`src/rtl/autofire_ctrl.sv`:
```
// Autofire scheduler for one NES controller port.
// Sits between the port sampler and the joypad shift register. It owns a
// single shared autofire timebase and gates enabled buttons with it. The
// per-button enable mask is loaded from a config strobe or toggled in-game
// with the hotkey combo (Select + A / Select + B).
//
// Ports:
//   clk          system clock
//   reset        asynchronous, active-high reset
//   btn_in       live buttons, synchronised to clk (bit0 A, bit1 B,
//                bit2 Select, bit3 Start, bits4-7 Up/Down/Left/Right)
//   cfg_we       one-cycle strobe loading cfg_en into the enable mask
//   cfg_en       new autofire enable mask
//   btn_out      buttons after autofire gating and combo masking (registered)
//   af_en        current autofire enable mask (registered)
//   toggle_pulse one-cycle pulse when the hotkey flips a mask bit (registered)
module autofire_ctrl #(
  parameter int unsigned FREQ       = 37_800_000,
  parameter int unsigned FIRERATE   = 10,
  parameter int unsigned HOTKEY     = 2,
  parameter logic [7:0]  AF_DEFAULT = 8'h00
) (
  input  logic       clk,
  input  logic       reset,
  input  logic [7:0] btn_in,
  input  logic       cfg_we,
  input  logic [7:0] cfg_en,
  output logic [7:0] btn_out,
  output logic [7:0] af_en,
  output logic       toggle_pulse
);

  localparam int unsigned NB    = 8;
  localparam int unsigned DELAY = FREQ / FIRERATE / 2;
  localparam int unsigned TW    = (DELAY > 1) ? $clog2(DELAY) : 1;
  localparam logic [TW-1:0] TMAX = TW'(DELAY - 1);
  localparam logic [NB-1:0] HK_MASK    = NB'(1) << HOTKEY;
  // Buttons hidden from the game while a combo is in progress.
  localparam logic [NB-1:0] COMBO_MASK = NB'(3) | HK_MASK;

  logic [TW-1:0] timer_q, timer_d;
  logic          phase_q, phase_d;
  logic [NB-1:0] btn_prev_q, btn_prev_d;
  logic          combo_q, combo_d;
  logic [NB-1:0] btn_out_q, btn_out_d;
  logic [NB-1:0] af_en_q, af_en_d;
  logic          toggle_q, toggle_d;

  logic          af_active;
  logic          hk_held;
  logic [NB-1:0] rise;
  logic [NB-1:0] flip;

  // State registers.
  always_ff @(posedge clk or posedge reset) begin
    if (reset) begin
      timer_q    <= '0;
      phase_q    <= 1'b0;
      btn_prev_q <= '0;
      combo_q    <= 1'b0;
      btn_out_q  <= '0;
      af_en_q    <= AF_DEFAULT;
      toggle_q   <= 1'b0;
    end else begin
      timer_q    <= timer_d;
      phase_q    <= phase_d;
      btn_prev_q <= btn_prev_d;
      combo_q    <= combo_d;
      btn_out_q  <= btn_out_d;
      af_en_q    <= af_en_d;
      toggle_q   <= toggle_d;
    end
  end

  // Shared timebase: idles at zero until an enabled button is held, so a
  // fresh press always starts a new period while later joiners share it.
  always_comb begin
    timer_d   = timer_q;
    phase_d   = phase_q;
    af_active = |(btn_in & af_en_q);
    if (!af_active) begin
      timer_d = '0;
      phase_d = 1'b0;
    end else begin
      if (timer_q == '0) phase_d = ~phase_q;
      timer_d = (timer_q == TMAX) ? '0 : timer_q + TW'(1);
    end
  end

  // Hotkey edge detection, mask update and combo tracking.
  always_comb begin
    btn_prev_d = btn_in;
    hk_held    = |(btn_in & HK_MASK);
    rise       = btn_in & ~btn_prev_q;
    flip       = '0;
    if (hk_held) flip[1:0] = rise[1:0];

    af_en_d  = af_en_q;
    toggle_d = 1'b0;
    // A config write wins; a same-cycle hotkey toggle is discarded.
    if (cfg_we) begin
      af_en_d = cfg_en;
    end else if (|flip) begin
      af_en_d  = af_en_q ^ flip;
      toggle_d = 1'b1;
    end

    combo_d = combo_q;
    if (!hk_held)  combo_d = 1'b0;
    if (toggle_d)  combo_d = 1'b1;
  end

  // Output gating; masking uses the next combo value so the game never
  // sees the combo buttons, not even on the cycle the toggle happens.
  always_comb begin
    btn_out_d = btn_in & (~af_en_q | {NB{phase_q}});
    if (combo_d) btn_out_d = btn_out_d & ~COMBO_MASK;
  end

  assign btn_out      = btn_out_q;
  assign af_en        = af_en_q;
  assign toggle_pulse = toggle_q;

endmodule

```
`config.mk`:
```
export PLATFORM = sky130hd
export DESIGN_NAME = autofire_ctrl
export DESIGN_NICKNAME = d
export VERILOG_FILES = /design/src/rtl/autofire_ctrl.sv
export SDC_FILE = /design/constraint.sdc
export NUM_CORES = 1
export LEC_CHECK = 0
export BUFFER_PORTS_ARGS = -buffer_cell sky130_fd_sc_hd__buf_2
export CORE_MARGIN = 10
export CORE_UTILIZATION = 50
export CTS_CLUSTER_DIAMETER = 100
export CTS_CLUSTER_SIZE = 28
export DETAILED_ROUTE_END_ITERATION = 7
export GPL_TIMING_DRIVEN = 0
export PLACE_DENSITY = 0.79
export SYNTH_ARGS = -nofsm -noshare
export SYNTH_HDL_FRONTEND = slang
export SYNTH_SLANG_ARGS = --single-unit
```
`constraint.sdc`:
```
create_clock -name clk -period 3.5 [get_ports clk]
set_clock_uncertainty 0.1 [all_clocks]
set_input_delay 0 -clock clk [delete_from_list [all_inputs] [get_ports clk]]
set_output_delay 0 -clock clk [all_outputs]
set_load 0.02 [all_outputs]
```
==> results of run 1 <==
## critical path: stages (launching register included)
cell,delay [ns]
dfrtp_1,0.41
ha_1,0.22
and4_1,0.19
buf_2,0.17
nand3_1,0.08
o21ai_1,0.21
buf_2,0.27
nor2_1,0.08
## timing repair
| action | CTS | global route |
|---|---|---|
| endpoints found under the hold margin | 61 | 0 |
| hold buffers | 19 | 0 |
| gates resized for setup | 0 | 0 |
## final timing paths
path | from | slack, ns | end
worst min-delay path | btn_in[1] | 0.29 | btn_prev_q[1]
worst min register to register | af_en[6] | 0.41 | btn_out[6]
worst max-delay path | timer_q[0] | 1.65 | timer_q[4]
worst max register to register | timer_q[0] | 1.65 | timer_q[4]
min in group asynchronous | reset | 0.33 | timer_q[3]
max in group asynchronous | reset | 2.43 | timer_q[12]
## final cells by class
cell class,count,share of cell area
Sequential cell,42,0.428
Inverter,9,0.0138
Multi-Input combinational cell,129,0.328
Timing Repair Buffer,54,0.149
Buffer,5,0.0122
Tap cell,48,0.0245
Clock buffer,6,0.0295
Clock inverter,2,0.0153
## flip-flops by register name (all words and copies together) (netlist names)
register / count
af_en: 8
btn_out: 8
btn_prev_q: 2
combo_q: 1
phase_q: 1
timer_q: 21
toggle_pulse: 1
## kinds of logic after synthesis
group | after synthesis | synth area share
AOI/OAI and AO/OA | 31 | 0.101
xor gates and xnor gates | 15 | 0.0684
adders and majority gates | 2 | 0.0130
buffers and inverters | 14 | 0.0332
DFF | 42 | 0.547
muxes | 5 | 0.0293
and+or+nand+nor | 76 | 0.208
## power groups by stage
stage	sequential (W)	combinational [W]	clock, W
finish	0.000599	0.000242	0.000379
global route	0.000609	0.000276	0.000405
CTS	0.000598	0.000244	0.000391
detailed placement	0.000608	0.000225	0
global placement	0.000604	0.000220	0
floorplan	0.000628	0.000123	0
## per-layer routing
metal,share of wire,routed length [um],vias up
met3,0.077,339,4
met1,0.44,1920,739
met2,0.48,2100,40
met5,0,0,-
met4,0.0093,41,0
li1,-,-,769
## layout by cell type (no fill, tap or decap), types with 2 or more instances in the layout
| cell type | Yosys | final |
|---|---|---|
| xor2_1 | 10 | 10 |
| clkbuf_1 | 1 | 2 |
| ha_1 | 2 | 2 |
| and3_1 | 2 | 2 |
| nand4_1 | 9 | 9 |
| a21oi_1 | 5 | 5 |
| a22oi_1 | 4 | 4 |
| clkbuf_8 | 0 | 5 |
| buf_2 | 3 | 38 |
| mux2_2 | 5 | 5 |
| or4_1 | 3 | 3 |
| dfrtp_1 | 42 | 42 |
| and4_1 | 4 | 4 |
| or3_1 | 3 | 3 |
| nand2_1 | 16 | 16 |
| nor2b_1 | 2 | 2 |
| a21boi_0 | 5 | 5 |
| nor2_1 | 23 | 23 |
| o21ai_0 | 10 | 10 |
| nand3_1 | 6 | 6 |
| xnor2_1 | 5 | 5 |
| inv_1 | 9 | 8 |
| nor4_1 | 3 | 3 |
| o31ai_1 | 4 | 4 |
| dlygate4sd3_1 | 0 | 19 |
## per-stage QoR
| stage | instances | worst slack, ns | power [W] | hold slack, ns | instance area [um2] |
|---|---|---|---|---|---|
| floorplan | 185 | 1.79 | 0.000752 | -0.0686 | 1920 |
| global placement | 268 | 1.68 | 0.000824 | 0.0471 | 2160 |
| detailed placement | 268 | 1.65 | 0.000833 | 0.0576 | 2160 |
| CTS | 295 | 1.64 | 0.00123 | 0.276 | 2460 |
| global route | 295 | 1.49 | 0.00129 | 0.295 | 2460 |
| finish | 295 | 1.65 | 0.00122 | 0.292 | 2460 |
==> flow_summary.yaml, run 1 <==
run_status:
  status: "finished, final reports clean"
global_route:
  track_usage: 0.140
  grt_max_degree: 43
  grt_use_met3: 0.0502
  grt_pass1_vias: 1550
  grt_antenna_before_repair: 0
  grtUsageMet2: 0.241
  met1_usage: 0.164
  grt_overflow: 0
  grt_first_pass_wirelength_um: 7390
  grt_busiest_layer: "met2"
sta:
  fmax_mhz: 542
  setup_violations: 0
  rsz0062_at_grt: "false"
  final_max_slew_viol_count: 0
  hold_viol: 0
  period_minus_slack_ns: 1.85
  totalNegativeSetupSlack_ns: 0
  slew-limit-headroom: 0.423
  tightest_slew_ns: 0.864
  fin_crit_sh: 0.527
die:
  die_h_um: 82.0
  fp.coreArea_um2: 3690
  dieArea_um2: 6720
  dieWidth_um: 82.0
  rows: 22
  io_pins: 36
  initial_utilization: 0.521
detailed_routing:
  vias: 1552
  drc: 0
  initialDrtViolationCount: 70
  vias_per_cell: 5.26
  routed_wl_um: 4410
  dr.pass1.iters: 5
  ant_nets: 0
  wl_per_cell_um: 14.9
clock_network:
  clk_latency_ns: 0.30
  cts.root.buffer_cell: "clkbuf_8"
  numCtsBuffers: 5
  cts.sinks: 42
  cts_max_level: 2
  cts_max_path_buffers: 2
  clkTransAtPathRegs_ns: 0.08
  cts_setup_buffers: 0
  cts_tree: "built"
power:
  switching_power_w: 0.000362
  powerDensity_nw_per_um2: 497
  switching_share: 0.296
  p_clk_frac: 0.311
  p_comb_frac: 0.198
  leakage_nw: 1.15
  seq_power_share: 0.491
  intPower_w: 0.000858
  vdd_drop_max_mv: 0.286
critical_path:
  arrival_ns: 1.93
  cp-end-kind: "register"
  crit_path_max_fanout: 10
  start_kind: "register"
  ff2ff_path_depth: 7
  crit_required_ns: 3.58
  crit_type: "register to register"
min_path:
  hold_path_depth: 2
  hp-class: "input port to register"
synth:
  ys_seq_elements: 42
  synth_top_area_frac: 0.547
  synth_area_per_cell_um2: 10.4
  yosysMostFrequentCell: "dfrtp_1"
  synth_cell_types: 32
  async_reset_ff_frac: 1.00
  yosysWarnings: 0
  synthTopCellsByArea: "dfrtp_1 (55%), xor2_1 (4.6%), nor2_1 (4.5%), nand2_1 (3.1%), mux2_2 (2.9%)"
  yosys.area.top_type: "dfrtp_1"
  synth_area_um2: 1920
  synthTopCellsByCount: "dfrtp_1 (42), nor2_1 (23), nand2_1 (16)"
  synth_edf_count: 0
  seq_area_frac_synth: 0.547
  synth_cells: 185
  synthesis.nets: 206
  ys.flop_type: "dfrtp_1"
place:
  portBuffers: 35
  gp_congestion: 0.894
  dpl.hpwl_um: 2880
finish:
  seq_area_um2: 1050
  drive_gt1_frac: 0.223
  nNetsFinal: 267
  utilization: 0.666
  nFillCells: 284
  n_antenna_cell: 0
  multi_input_area_um2: 806
  area_delta_synth_final_pct: 27.9
run:
  drv_cap: 0
Note: power is estimated with default switching activity, not from simulation.
==> run 2, diff against run 1 <==
Settings changed: ABC_AREA set to 1, PLACE_DENSITY 0.79 to 0.81.
Clock period 3.5 ns to 1.5 ns, I/O delays scaled along.
==> run 2 against run 1 <==
  * Synthesized cell count grew 41%
  * Non-clock buffer count grew 3
  * Core utilization grew 3.2 points
  * Sequential power grew 140%
  * Sequential share of layout area shrank 5.3 points
  * First-iteration DRC count grew 96%
  * Cell area grew 14%
  * Routed wire length grew 26%
  * Highest routed layer unchanged
  * Clock power grew 89%
  * Fmax grew 26%
==> flow_summary.yaml, run 2 <==
sta:
  setup_violations: 0
  rsz0062_at_grt: "true"
  period_minus_slack_ns: 1.47
  fin_crit_sh: 0.978
  totalNegativeSetupSlack_ns: 0
  tightest_slew_ns: 0.826
  final_max_slew_viol_count: 0
  hold_viol: 0
  slew-limit-headroom: 0.448
  fin_ws_ns: 0.0328
  fmax_mhz: 682
finish:
  design_area_um2: 2810
  n_antenna_cell: 0
  nFillCells: 298
  utilization: 0.698
  layout_common_cells: "nand2_1 (58), nor2_1 (42), dfrtp_1 (40)"
  nNetsFinal: 351
  seq_area_um2: 1050
  area_delta_synth_final_pct: 33.4
  largest_register_ffs: 21
  final_common_cell: "nand2_1"
  max_flop_register: "timer_q"
  drive_gt1_frac: 0.267
  multi_input_area_um2: 1070
synth:
  ys.flop_type: "dfrtp_1"
  synthTopCellsByCount: "nand2_1 (60), nor2_1 (50), dfrtp_1 (42)"
  synthesis.nets: 282
  synthTopCellsByArea: "dfrtp_1 (50%), nand2_1 (11%), nor2_1 (8.9%), xor2_1 (5.0%), inv_1 (4.8%)"
  synth_cells: 261
  yosysMostFrequentCell: "nand2_1"
  synth_area_um2: 2110
  synth_area_per_cell_um2: 8.07
  synth_edf_count: 0
  synth_cell_types: 25
  async_reset_ff_frac: 1.00
  yosys.area.top_type: "dfrtp_1"
  yosysWarnings: 0
  seq_area_frac_synth: 0.499
  ys_seq_elements: 42
  synth_top_area_frac: 0.499
power:
  powerDensity_nw_per_um2: 1050
  vdd_drop_max_mv: 0.662
  finalPower_w: 0.00295
  leakage_nw: 1.36
clock_network:
  cts_max_path_buffers: 2
  clk_latency_ns: 0.30
  cts_max_level: 2
  numCtsBuffers: 5
  cts.sinks: 42
  cts.root.buffer_cell: "clkbuf_8"
  cts_tree: "built"
  clkTransAtPathRegs_ns: 0.08
global_route:
  grt_pass1_vias: 1940
  grt_overflow: 0
  grt_max_degree: 43
  grt_busiest_layer: "met2"
  met1_usage: 0.161
  grt_first_pass_wirelength_um: 9050
  grt_use_met3: 0.0564
  track_usage: 0.151
  grtUsageMet2: 0.260
  grt_antenna_before_repair: 0
critical_path:
  cp_slowest_stage_delay_ns: 0.41
  crit_slowest_cell: "dfrtp_1"
  start_kind: "register"
  crit_required_ns: 1.59
  crit_path_max_fanout: 3
  crit_type: "register to register"
  arrival_ns: 1.56
  cp-end-kind: "register"
  crit_chain: "ha_4, nand2_4, nor2_4, nand2_4, nor2_4, xor2_1, nor2_1"
  cp.buffers_inverters: 0
  cp_top_family: "simple AND/OR/NAND/NOR gates"
detailed_routing:
  routed_wl_um: 5530
  wl_per_cell_um: 14.6
  ant_nets: 0
  vias: 1929
  vias_per_cell: 5.08
  initialDrtViolationCount: 137
  drc: 0
  dr.pass1.iters: 4
die:
  io_pins: 36
  dieWidth_um: 84.9
  fp.coreArea_um2: 4030
  dieArea_um2: 7210
  rows: 23
  die_h_um: 84.9
  initial_utilization: 0.523
run_status:
  status: "finished, final reports clean"
place:
  placed_area_um2: 2340
  portBuffers: 35
  gp_congestion: 0.876
  dpl.hpwl_um: 3440
  place_ws_ns: -0.157
run:
  drv_cap: 0
min_path:
  hp-class: "input port to register"
[run 2: final cells by class]
class | instances | area share
clock buffer | 5 | 0.0245
tap | 50 | 0.0223
inverter | 29 | 0.0396
multi-input combinational | 190 | 0.381
clock inverter | 2 | 0.00534
buffer | 1 | 0.00134
timing repair buffer | 61 | 0.151
sequential | 42 | 0.375
[run 2: path summary, 6_finish.rpt]
| kind | cells past startpoint | slack (ns) | from | to |
|---|---|---|---|---|
| worst min-delay path | 4 | 0.14 | cfg_we | af_en[0] |
| min in group asynchronous | 3 | 0.31 | reset | timer_q[3] |
| worst max register to register | 7 | 0.03 | timer_q[1] | timer_q[10] |
| worst min register to register | 1 | 0.39 | af_en[7] | btn_out[7] |
| max in group asynchronous | 3 | 0.43 | reset | timer_q[0] |
| worst max-delay path | 7 | 0.03 | timer_q[1] | timer_q[10] |
[run 2: stage by stage]
| step | cells | hold slack [ns] |
|---|---|---|
| 3_3_place_gp | 346 | 0.0230 |
| 5_1_grt | 380 | 0.199 |
| 2_1_floorplan | 261 | -0.0686 |
| 3_5_place_dp | 346 | 0.0226 |
| 6_report | 380 | 0.136 |
| 4_1_cts | 378 | 0.0958 |
[run 2: worst min-delay path, stage by stage]
cell	delay, ns
buf_2	0.11
clkbuf_1	0.21
nand2_1	0.10
o21ai_0	0.06
[run 2: logic make-up (layout without fill, tap and decap cells)]
logic type / Yosys count / in the layout / synth area share
AND/OR/NAND/NOR: 152 / 153 / 0.322
flip-flops: 42 / 42 / 0.499
AO/OA/AOI/OAI: 21 / 21 / 0.0552
buffers and inverters: 30 / 98 / 0.0534
adder cells (fa/ha/maj): 2 / 2 / 0.0119
XOR/XNOR: 14 / 14 / 0.0582
[run 2: routing by layer]
layer | up-vias | share of wire
met3 | 16 | 0.058
met2 | 56 | 0.50
met1 | 908 | 0.41
li1 | 949 | -
met5 | - | 0
met4 | 0 | 0.026
[run 2: report_power, final]
group          switching (W)  leakage [nW]  total (W)  internal [W]
sequential          0.000143         0.543    0.00142       0.00127
combinational       0.000490         0.776   0.000819      0.000329
clock               0.000397        0.0362   0.000715      0.000318
[run 2: repair_timing]
action                                 CTS  global route
setup buffers                            2             2
resized for setup                        7            25
pin swaps                                4            11
gates cloned                             1             0
setup endpoints to repair               15            22
hold buffers                            22             0
endpoints found under the hold margin   62             0
==> run 3, diff against run 2 <==
Settings changed: MAX_ROUTING_LAYER set to met4.
==> run 3 against run 2 <==
  * The flow now finishes with violations (negative setup slack)
  * Sequential cell count did not move
  * Via count rose by 1.7%
  * Fmax fell by 2.3%
  * Largest cell class is now flip-flops and latches
==> flow_summary.yaml, run 3 (synthesis results as in run 2) <==
clock_network:
  clk_latency_ns: 0.30
  cts.sinks: 42
  numCtsBuffers: 5
  clkTransAtPathRegs_ns: 0.08
  cts_max_level: 2
  cts_tree: "built"
  cts_max_path_buffers: 2
  cts.root.buffer_cell: "clkbuf_8"
detailed_routing:
  vias: 1961
  drc: 0
  routed_wl_um: 5800
  ant_nets: 0
  initialDrtViolationCount: 110
  dr.pass1.iters: 4
  vias_per_cell: 5.16
  wl_per_cell_um: 15.3
critical_path:
  arrival_ns: 1.60
  start_kind: "register"
  cp_top_family: "simple AND/OR/NAND/NOR gates"
  cp_common_cell: "nor2_4"
  crit_type: "register to register"
  cp_slowest_stage_delay_ns: 0.39
  cp.buffers_inverters: 0
  crit_chain: "ha_2, nand2_2, nor2_4, nand2_4, nor2_4, xor2_1, nor2_1"
  cp-end-kind: "register"
  crit_required_ns: 1.60
  crit_path_max_fanout: 3
  crit_slowest_cell: "dfrtp_1"
sta:
  hold_viol: 0
  fin_ws_ns: -0.00202
  setup_violations: 1
  slew-limit-headroom: 0.437
  rsz0062_at_grt: "true"
  final_max_slew_viol_count: 0
  period_minus_slack_ns: 1.50
  fin_crit_sh: 1.00
  fmax_mhz: 666
  tightest_slew_ns: 0.843
power:
  powerDensity_nw_per_um2: 1140
  vdd_drop_max_mv: 0.643
  leakage_nw: 1.37
die:
  die_h_um: 84.9
  rows: 23
  io_pins: 36
  dieWidth_um: 84.9
  fp.coreArea_um2: 4030
  dieArea_um2: 7210
  initial_utilization: 0.523
finish:
  nFillCells: 303
  utilization: 0.705
  multi_input_area_um2: 1040
  area_delta_synth_final_pct: 34.7
  final_common_cell: "nand2_1"
  nNetsFinal: 350
  largest_register_ffs: 21
  n_antenna_cell: 0
  seq_area_um2: 1050
  layout_common_cells: "nand2_1 (59), nor2_1 (42), dfrtp_1 (40)"
  drive_gt1_frac: 0.261
  max_flop_register: "timer_q"
global_route:
  grt_overflow: 0
  grt_max_degree: 43
  track_usage: 0.163
  grt_antenna_before_repair: 0
  grt_first_pass_wirelength_um: 9560
  grt_pass1_vias: 2067
min_path:
  hp-class: "input port to register"
run_status:
  violations: "negative setup slack"
  status: "finished with violations"
place:
  portBuffers: 35
  dpl.hpwl_um: 3580
  place_ws_ns: -0.215
  gp_congestion: 0.894
run:
  drv_cap: 0
run 3: cell count changes in the layout (fill, tap and decap cells not counted), moves of 2 or more:
cell / previous run / this run
buf_4: 4 / 1
bufinv_16: 0 / 2
clkinvlp_4: 2 / 0
nand2_4: 6 / 4
run 3: through the flow:
step,instances,TNS (ns),hold slack (ns),area [um2],power (W)
floorplan,261,0,-0.0686,2110,0.00179
global placement,346,-5.39,0.0229,2340,0.00196
detailed placement,346,-2.45,0.0247,2340,0.00200
CTS,379,0,0.121,2760,0.00319
global route,380,-0.305,0.209,2840,0.00339
finish,380,-0.00202,0.129,2840,0.00324
run 3: worst paths after layout:
kind / from / end / slack, ns / cells after the start
worst min-delay path: cfg_we / af_en[3] / 0.13 / 4
worst min register to register: af_en[3] / btn_out[3] / 0.39 / 1
worst max-delay path: timer_q[1] / timer_q[10] / -0.002 / 7
min in group asynchronous: reset / timer_q[11] / 0.33 / 3
max in group asynchronous: reset / timer_q[2] / 0.39 / 3
worst max register to register: timer_q[1] / timer_q[10] / -0.002 / 7
run 3: repair_timing:
action                     CTS  global route
gates cloned                 1             0
hold endpoints to repair    61             0
setup endpoints to repair   15            22
hold buffers                23             0
resized for setup            7            21
buffers inserted             1             1
pin swaps                    3             9
run 3: layer usage:
metal  vias to the layer above  GRT usage  share of wire
li1                        949          -              -
met1                       928      0.170           0.41
met2                        64      0.285           0.50
met3                        20     0.0459          0.059
met4                         0     0.0629          0.033
met5                         -          -              0
run 3: cell type report:
cell class,instances,area share
tap,50,0.0220
buffer,1,0.00132
clock inverter,2,0.0212
inverter,29,0.0383
clock buffer,6,0.0291
sequential,42,0.371
multi-input combinational,190,0.368
timing repair buffer,60,0.149
run 3: worst register-to-register path: stages (launching register included):
cell	delay, ns
dfrtp_1	0.39
ha_2	0.22
nand2_2	0.08
nor2_4	0.15
nand2_4	0.09
nor2_4	0.16
xor2_1	0.16
nor2_1	0.06
run 3: power by group:
group / internal [W] / switching (W) / leakage (nW)
registers: 0.00127 / 0.000125 / 0.543
clock network: 0.000710 / 0.000401 / 0.0714
logic: 0.000274 / 0.000454 / 0.753
